`config.mk`:
```
export PLATFORM = sky130hd
export DESIGN_NAME = branch_resolve_update
export DESIGN_NICKNAME = d
export VERILOG_FILES = /design/src/rtl/branch_resolve_update.sv
export SDC_FILE = /design/constraint.sdc
export NUM_CORES = 1
export LEC_CHECK = 0
export CAP_MARGIN = 5
export CORE_ASPECT_RATIO = 1.75
export CORE_MARGIN = 3
export CORE_UTILIZATION = 54
export CTS_CLUSTER_DIAMETER = 60
export DETAILED_ROUTE_END_ITERATION = 7
export PLACE_DENSITY_LB_ADDON = 0.25
export SETUP_SLACK_MARGIN = 0.4
export SLEW_MARGIN = 20
export SYNTH_ARGS = -nofsm -noshare
export SYNTH_HDL_FRONTEND = slang
export SYNTH_SLANG_ARGS = --single-unit
```
`constraint.sdc`:
```
create_clock -name clk -period 5.9 [get_ports clk]
set_clock_uncertainty 0.05 [all_clocks]
set_input_delay 1.18 -clock clk [delete_from_list [all_inputs] [get_ports clk]]
set_output_delay 1.18 -clock clk [all_outputs]
set_load 0.01 [all_outputs]
```
`src/rtl/branch_resolve_update.sv`:
```
// branch_resolve_update
//   EX-stage branch resolution. Checks each resolved branch against the next
//   PC predicted at fetch. On a mispredict it raises a one-cycle fetch
//   redirect followed by a timed wrong-path flush. It also maintains the
//   global history register. Taken branches are queued to the BTB write port,
//   which uses a valid/ready handshake.
//
// Ports
//   clk, rst          clock (rising edge), synchronous active-high reset
//   ex_*              resolved branch from EX (valid, pc, taken, target, pred_pc)
//   ex_stall          combinational: branch not accepted, EX must hold
//   redirect_valid/pc one-cycle fetch redirect and the correct next PC
//   flush             squash younger instructions (redirect + flush window)
//   ghr               global history register
//   upd_*             BTB update head-of-queue (valid/ready + payload)
//   stat_branches/
//   stat_mispred      only with BRU_STATS_EN defined: accepted / mispredicted
//                     branch counters
//
// Build option: define BRU_STATS_EN to add the statistics counters.

module branch_resolve_update #(
    parameter int unsigned XLEN      = 32,
    parameter int unsigned GHR_W     = 8,
    parameter int unsigned TAG_LSB   = 12,
    parameter int unsigned QDEPTH    = 4,
    parameter int unsigned FLUSH_CYC = 2
) (
    input  logic                    clk,
    input  logic                    rst,
    input  logic                    ex_valid,
    input  logic [XLEN-1:0]         ex_pc,
    input  logic                    ex_taken,
    input  logic [XLEN-1:0]         ex_target,
    input  logic [XLEN-1:0]         ex_pred_pc,
    output logic                    ex_stall,
    output logic                    redirect_valid,
    output logic [XLEN-1:0]         redirect_pc,
    output logic                    flush,
    output logic [GHR_W-1:0]        ghr,
    output logic                    upd_valid,
    input  logic                    upd_ready,
    output logic [XLEN-1:0]         upd_pc,
    output logic [XLEN-TAG_LSB-1:0] upd_tag,
    output logic [XLEN-1:0]         upd_target,
    output logic [GHR_W-1:0]        upd_old_pattern,
    output logic [GHR_W-1:0]        upd_new_pattern
`ifdef BRU_STATS_EN
    ,
    output logic [31:0]             stat_branches,
    output logic [31:0]             stat_mispred
`endif
);

    localparam int unsigned PTR_W = (QDEPTH > 1) ? $clog2(QDEPTH) : 1;
    localparam int unsigned CNT_W = $clog2(QDEPTH + 1);
    localparam int unsigned FC_W  = (FLUSH_CYC > 1) ? $clog2(FLUSH_CYC) : 1;

    typedef struct packed {
        logic [XLEN-1:0]  pc;
        logic [XLEN-1:0]  target;
        logic [GHR_W-1:0] old_pat;
        logic [GHR_W-1:0] new_pat;
    } upd_entry_t;

    typedef enum logic [1:0] {
        IDLE     = 2'd0,
        REDIRECT = 2'd1,
        FLUSH    = 2'd2
    } state_t;

    state_t           state;
    state_t           state_nxt;
    logic [FC_W-1:0]  flush_cnt;

    upd_entry_t       fifo_mem [QDEPTH];
    logic [PTR_W-1:0] wr_ptr;
    logic [PTR_W-1:0] rd_ptr;
    logic [CNT_W-1:0] count;
    logic [CNT_W-1:0] count_nxt;

    logic [XLEN-1:0]  actual_next_c;
    logic             mispred_c;
    logic             in_idle_c;
    logic             fifo_full_c;
    logic             accept_c;
    logic             push_c;
    logic             pop_c;
    logic [GHR_W-1:0] ghr_shift_c;
    upd_entry_t       head_c;

    // Branch resolution and acceptance
    always_comb begin
        actual_next_c = ex_taken ? ex_target : XLEN'(ex_pc + XLEN'(4));
        mispred_c     = (actual_next_c != ex_pred_pc);
        in_idle_c     = (state == IDLE);
        fifo_full_c   = (count == CNT_W'(QDEPTH));
        // Wrong-path branches outside IDLE are dropped, never stalled.
        ex_stall      = ex_valid & ex_taken & fifo_full_c & in_idle_c;
        accept_c      = ex_valid & ~ex_stall & in_idle_c;
        push_c        = accept_c & ex_taken;
        pop_c         = upd_valid & upd_ready;
        ghr_shift_c   = {ghr[GHR_W-2:0], ex_taken};
        count_nxt     = CNT_W'(count + CNT_W'(push_c) - CNT_W'(pop_c));
    end

    // Next-state logic
    always_comb begin
        state_nxt = state;
        case (state)
            IDLE: begin
                if (accept_c && mispred_c) begin
                    state_nxt = REDIRECT;
                end
            end
            REDIRECT: begin
                state_nxt = (FLUSH_CYC == 1) ? IDLE : FLUSH;
            end
            FLUSH: begin
                if (flush_cnt == FC_W'(1)) begin
                    state_nxt = IDLE;
                end
            end
            default: begin
                state_nxt = IDLE;
            end
        endcase
    end

    // State register and registered redirect/flush outputs
    always_ff @(posedge clk) begin
        if (rst) begin
            state          <= IDLE;
            flush_cnt      <= '0;
            redirect_valid <= 1'b0;
            redirect_pc    <= '0;
            flush          <= 1'b0;
        end else begin
            state          <= state_nxt;
            redirect_valid <= (state_nxt == REDIRECT);
            flush          <= (state_nxt != IDLE);
            if (accept_c && mispred_c) begin
                redirect_pc <= actual_next_c;
            end
            // Loaded while redirecting; counts the remaining flush cycles.
            if (state == REDIRECT) begin
                flush_cnt <= FC_W'(FLUSH_CYC - 1);
            end else if (state == FLUSH) begin
                flush_cnt <= FC_W'(flush_cnt - FC_W'(1));
            end
        end
    end

    // Global history
    always_ff @(posedge clk) begin
        if (rst) begin
            ghr <= '0;
        end else if (accept_c) begin
            ghr <= ghr_shift_c;
        end
    end

    // BTB update queue; the count separates full from empty
    always_ff @(posedge clk) begin
        if (rst) begin
            wr_ptr    <= '0;
            rd_ptr    <= '0;
            count     <= '0;
            upd_valid <= 1'b0;
            for (int i = 0; i < int'(QDEPTH); i++) begin
                fifo_mem[i] <= '0;
            end
        end else begin
            if (push_c) begin
                fifo_mem[wr_ptr] <= '{pc: ex_pc, target: ex_target,
                                      old_pat: ghr, new_pat: ghr_shift_c};
                wr_ptr <= PTR_W'(wr_ptr + PTR_W'(1));
            end
            if (pop_c) begin
                rd_ptr <= PTR_W'(rd_ptr + PTR_W'(1));
            end
            count     <= count_nxt;
            upd_valid <= (count_nxt != '0);
        end
    end

    // Head of queue drives the update port; held while ready is low
    always_comb begin
        head_c          = fifo_mem[rd_ptr];
        upd_pc          = head_c.pc;
        upd_tag         = head_c.pc[XLEN-1:TAG_LSB];
        upd_target      = head_c.target;
        upd_old_pattern = head_c.old_pat;
        upd_new_pattern = head_c.new_pat;
    end

`ifdef BRU_STATS_EN
    // Accepted-branch and mispredict counters, wrapping at 2^32
    always_ff @(posedge clk) begin
        if (rst) begin
            stat_branches <= '0;
            stat_mispred  <= '0;
        end else if (accept_c) begin
            stat_branches <= stat_branches + 32'd1;
            if (mispred_c) begin
                stat_mispred <= stat_mispred + 32'd1;
            end
        end
    end
`endif

endmodule

```
==> flow_summary.toml <==
[run_status]
status = "completed"

[logic_synthesis]
yosysTopAreaCellShare = 0.5131
synth_edf_count = 292
yosysWarnings = 0
ys_seq_elements = 347
synth_seq_area_share = 0.5775
avgSynthCellArea_sq_um = 13.00
ys_types = 79
synth_cells = 1315
yosysTopAreaCell = "edfxtp_1"
async_flop_share = 0
syn_nets = 1424
synth_ff_type = "edfxtp_1"
syn_area_sq_um = 17090
synthTopCellsByArea = "edfxtp_1 51%, and2_1 10%, mux4_2 9.6%"

[die]
initial_core_util = 0.5522
core_area_sq_um = 30950
io-pin-count = 245
rows = 85
die_height_microns = 241.3
dieWidth_microns = 140.5
dieArea_sq_um = 33900

[global_routing]
grt_usage = 0.2742
grt_pass1_wl_mm = 70.64
met3_usage = 0.02449
busiest_layer = "met2"
gr-total-overflow = 0
grtUsageMet1 = 0.3449
globalRouteMet2Util = 0.4901
antenna_found_initial = 3
grt_pass1_vias = 11570
grt_max_degree = 74

[drt]
drt-pass1-iter-count = 5
route.vias.total = 11370
drc_errors = 0
vias_per_cell = 5.963
drt-wirelength-per-cell_microns = 24.87
detail-route-antenna-nets = 0
wl_mm = 47.40
first_iter_violations = 912

[placement]
detailedPlace.worstSlack_ns = 0.7589
portBuffers = 244
place.gp.congestion = 0.9448
place_area_sq_um = 19690
place_hpwl_mm = 32.37

[timing]
finalWorstPathRequiredPeriod_ns = 4.604
finalWorstSetupSlack_ns = 1.296
tightest_slew_ns = 1.058
fin_crit_sh = 0.7803
tns_ns = 0
hold_viol_final = 0
slew_violations = 0
slew_headroom = 0.2946
whs_ns = 0.4264
rsz0062_at_grt = "no"
fmax_ghz = 0.2172
finalSetupViolations = 0

[worst_hold_path]
hold_class = "register to register"

[final_layout]
final_area_sq_um = 20750
nets = 1597
n_fill_cell = 2235
syn_to_final_growth_pct = 21.42
register_area_sq_um = 9877
drive_above_1_share = 0.1270
multiInputGateArea_sq_um = 6553

[worst_setup_path]
cp-end-kind = "register"
critPathArrivalTime_ns = 4.98
crit_fanout = 21
crit_type = "input port to register"
cp.required_ns = 6.27
start_kind = "input port"

[clocking]
htree_levels = 1
clk_pin_slew_ns = 0.07
ctsHoldBuffers = 0
cts_tree = "yes"
numCtsBuffers = 30
clock_sinks = 347
cts_resized = 0
cts_root_buf = "clkbuf_16"
clkLatencyLatePin_ns = 0.57
cts_setup_buffers = 0
clockBufferDepth = 3

[job]
drv_cap = 0

[power_and_ir_drop]
max-vdd-ir-drop_uv = 286.7
powerDensity_nw_per_um2 = 315.4
p_total_mw = 6.545
power.leakage_nw = 7.349
==> metrics by stage <==
stage	std cells	util
after global routing	1905	0.6703
final	1906	0.6704
after detailed placement	1847	0.6363
after floorplan	1315	-
after CTS	1903	0.6702
after global placement	1847	0.6363
==> critical path, cell delays in order <==
cell             delay [ns]
clkdlybuf4s50_1        0.79
nand3_4                0.25
nor4_4                 0.66
a21oi_1                0.17
o31a_1                 0.35
xor2_1                 0.16
a2111oi_2              0.37
nand4b_1               0.39
buf_4                  0.36
a21oi_1                0.21
a211oi_2               0.06
==> flip-flops by register name (all words and copies together), names as in the netlist, named ones only <==
register	cells
ghr	8
state	2
redirect_valid	1
wr_ptr	2
flush	1
upd_valid	1
redirect_pc	32
rd_ptr	2
fifo_mem	292
flush_cnt	1
count	3
==> kinds of logic (layout without fill, tap and decap cells) <==
group,after synthesis,in the layout,share of synthesized area
adders and majority gates,8,8,0.006296
xor gates and xnor gates,70,70,0.03749
AOI/OAI and AO/OA,156,156,0.06202
muxes,77,77,0.09855
DFF,347,347,0.5775
other,0,3,0
buffers and inverters,152,349,0.04188
and+or+nand+nor,505,505,0.1762
==> metal layers <==
metal	up-vias	routed length (microns)
met5	-	13
met4	2	1984
met3	97	2630
met2	466	25030
met1	5664	17750
li1	5137	-
==> synthesized netlist by cell type, drive strengths merged (5+ instances only) <==
cell type / instances
edfxtp: 292
and2: 274
mux4: 73
clkbuf: 71
nand2: 63
buf: 57
dfxtp: 55
a21oi: 52
o21ai: 41
nor2: 36
xnor2: 36
xor2: 32
nand3: 29
inv: 24
nand4: 20
nor4: 19
nor3: 14
o2111ai: 13
nand2b: 9
or3: 8
ha: 7
a211oi: 5
and3: 5
nor2b: 5
or2: 5
==> layout make-up <==
type,instances,share of cell area
flip-flops and latches,347,0.4760
multi-input cells,816,0.3158
repair buffers,269,0.1293
clock buffers,40,0.04300
well taps,391,0.02358
clock inverters,16,0.007598
inverters,24,0.004342
diodes,3,0.0003618
==> layout by cell type (no fill, tap or decap), types with 4 or more instances in the layout <==
| cell type | instances |
|---|---|
| xnor2_1 | 36 |
| inv_1 | 22 |
| mux2i_1 | 4 |
| o21a_1 | 4 |
| and3_1 | 5 |
| o21ai_1 | 13 |
| edfxtp_1 | 292 |
| o2111ai_1 | 13 |
| buf_4 | 20 |
| or3_1 | 7 |
| and2_1 | 274 |
| nor3_1 | 12 |
| dfxtp_1 | 53 |
| and4_1 | 4 |
| buf_12 | 5 |
| nand3_1 | 26 |
| nand4_1 | 18 |
| clkbuf_16 | 33 |
| o21ai_0 | 28 |
| xor2_1 | 32 |
| clkdlybuf4s50_1 | 242 |
| clkinv_1 | 4 |
| a21oi_2 | 5 |
| nand2_1 | 62 |
| nor2_1 | 35 |
| clkbuf_8 | 4 |
| nor4_1 | 15 |
| nand2b_1 | 9 |
| mux4_2 | 73 |
| ha_1 | 7 |
| nor2b_1 | 5 |
| a21oi_1 | 47 |
| clkinv_2 | 7 |
==> worst paths after layout <==
path	startpoint	end	slack (ns)	cells after the start
max	ex_pc[5]	redirect_pc[1]$_SDFFE_PP0P_	1.30	11
min reg2reg	redirect_pc[29]$_SDFFE_PP0P_	redirect_pc[29]$_SDFFE_PP0P_	0.43	2
max reg2reg	state[1]$_SDFF_PP0_	fifo_mem[2][59]$_SDFFCE_PN0P_	2.59	9
min	redirect_pc[29]$_SDFFE_PP0P_	redirect_pc[29]$_SDFFE_PP0P_	0.43	2
==> where the power goes <==
| part | internal, mW | switching (mW) |
|---|---|---|
| Combinational | 0.777 | 0.707 |
| Sequential | 2.84 | 0.142 |
| Clock | 1.19 | 0.884 |
No activity file was read; power rests on OpenSTA's default activity.
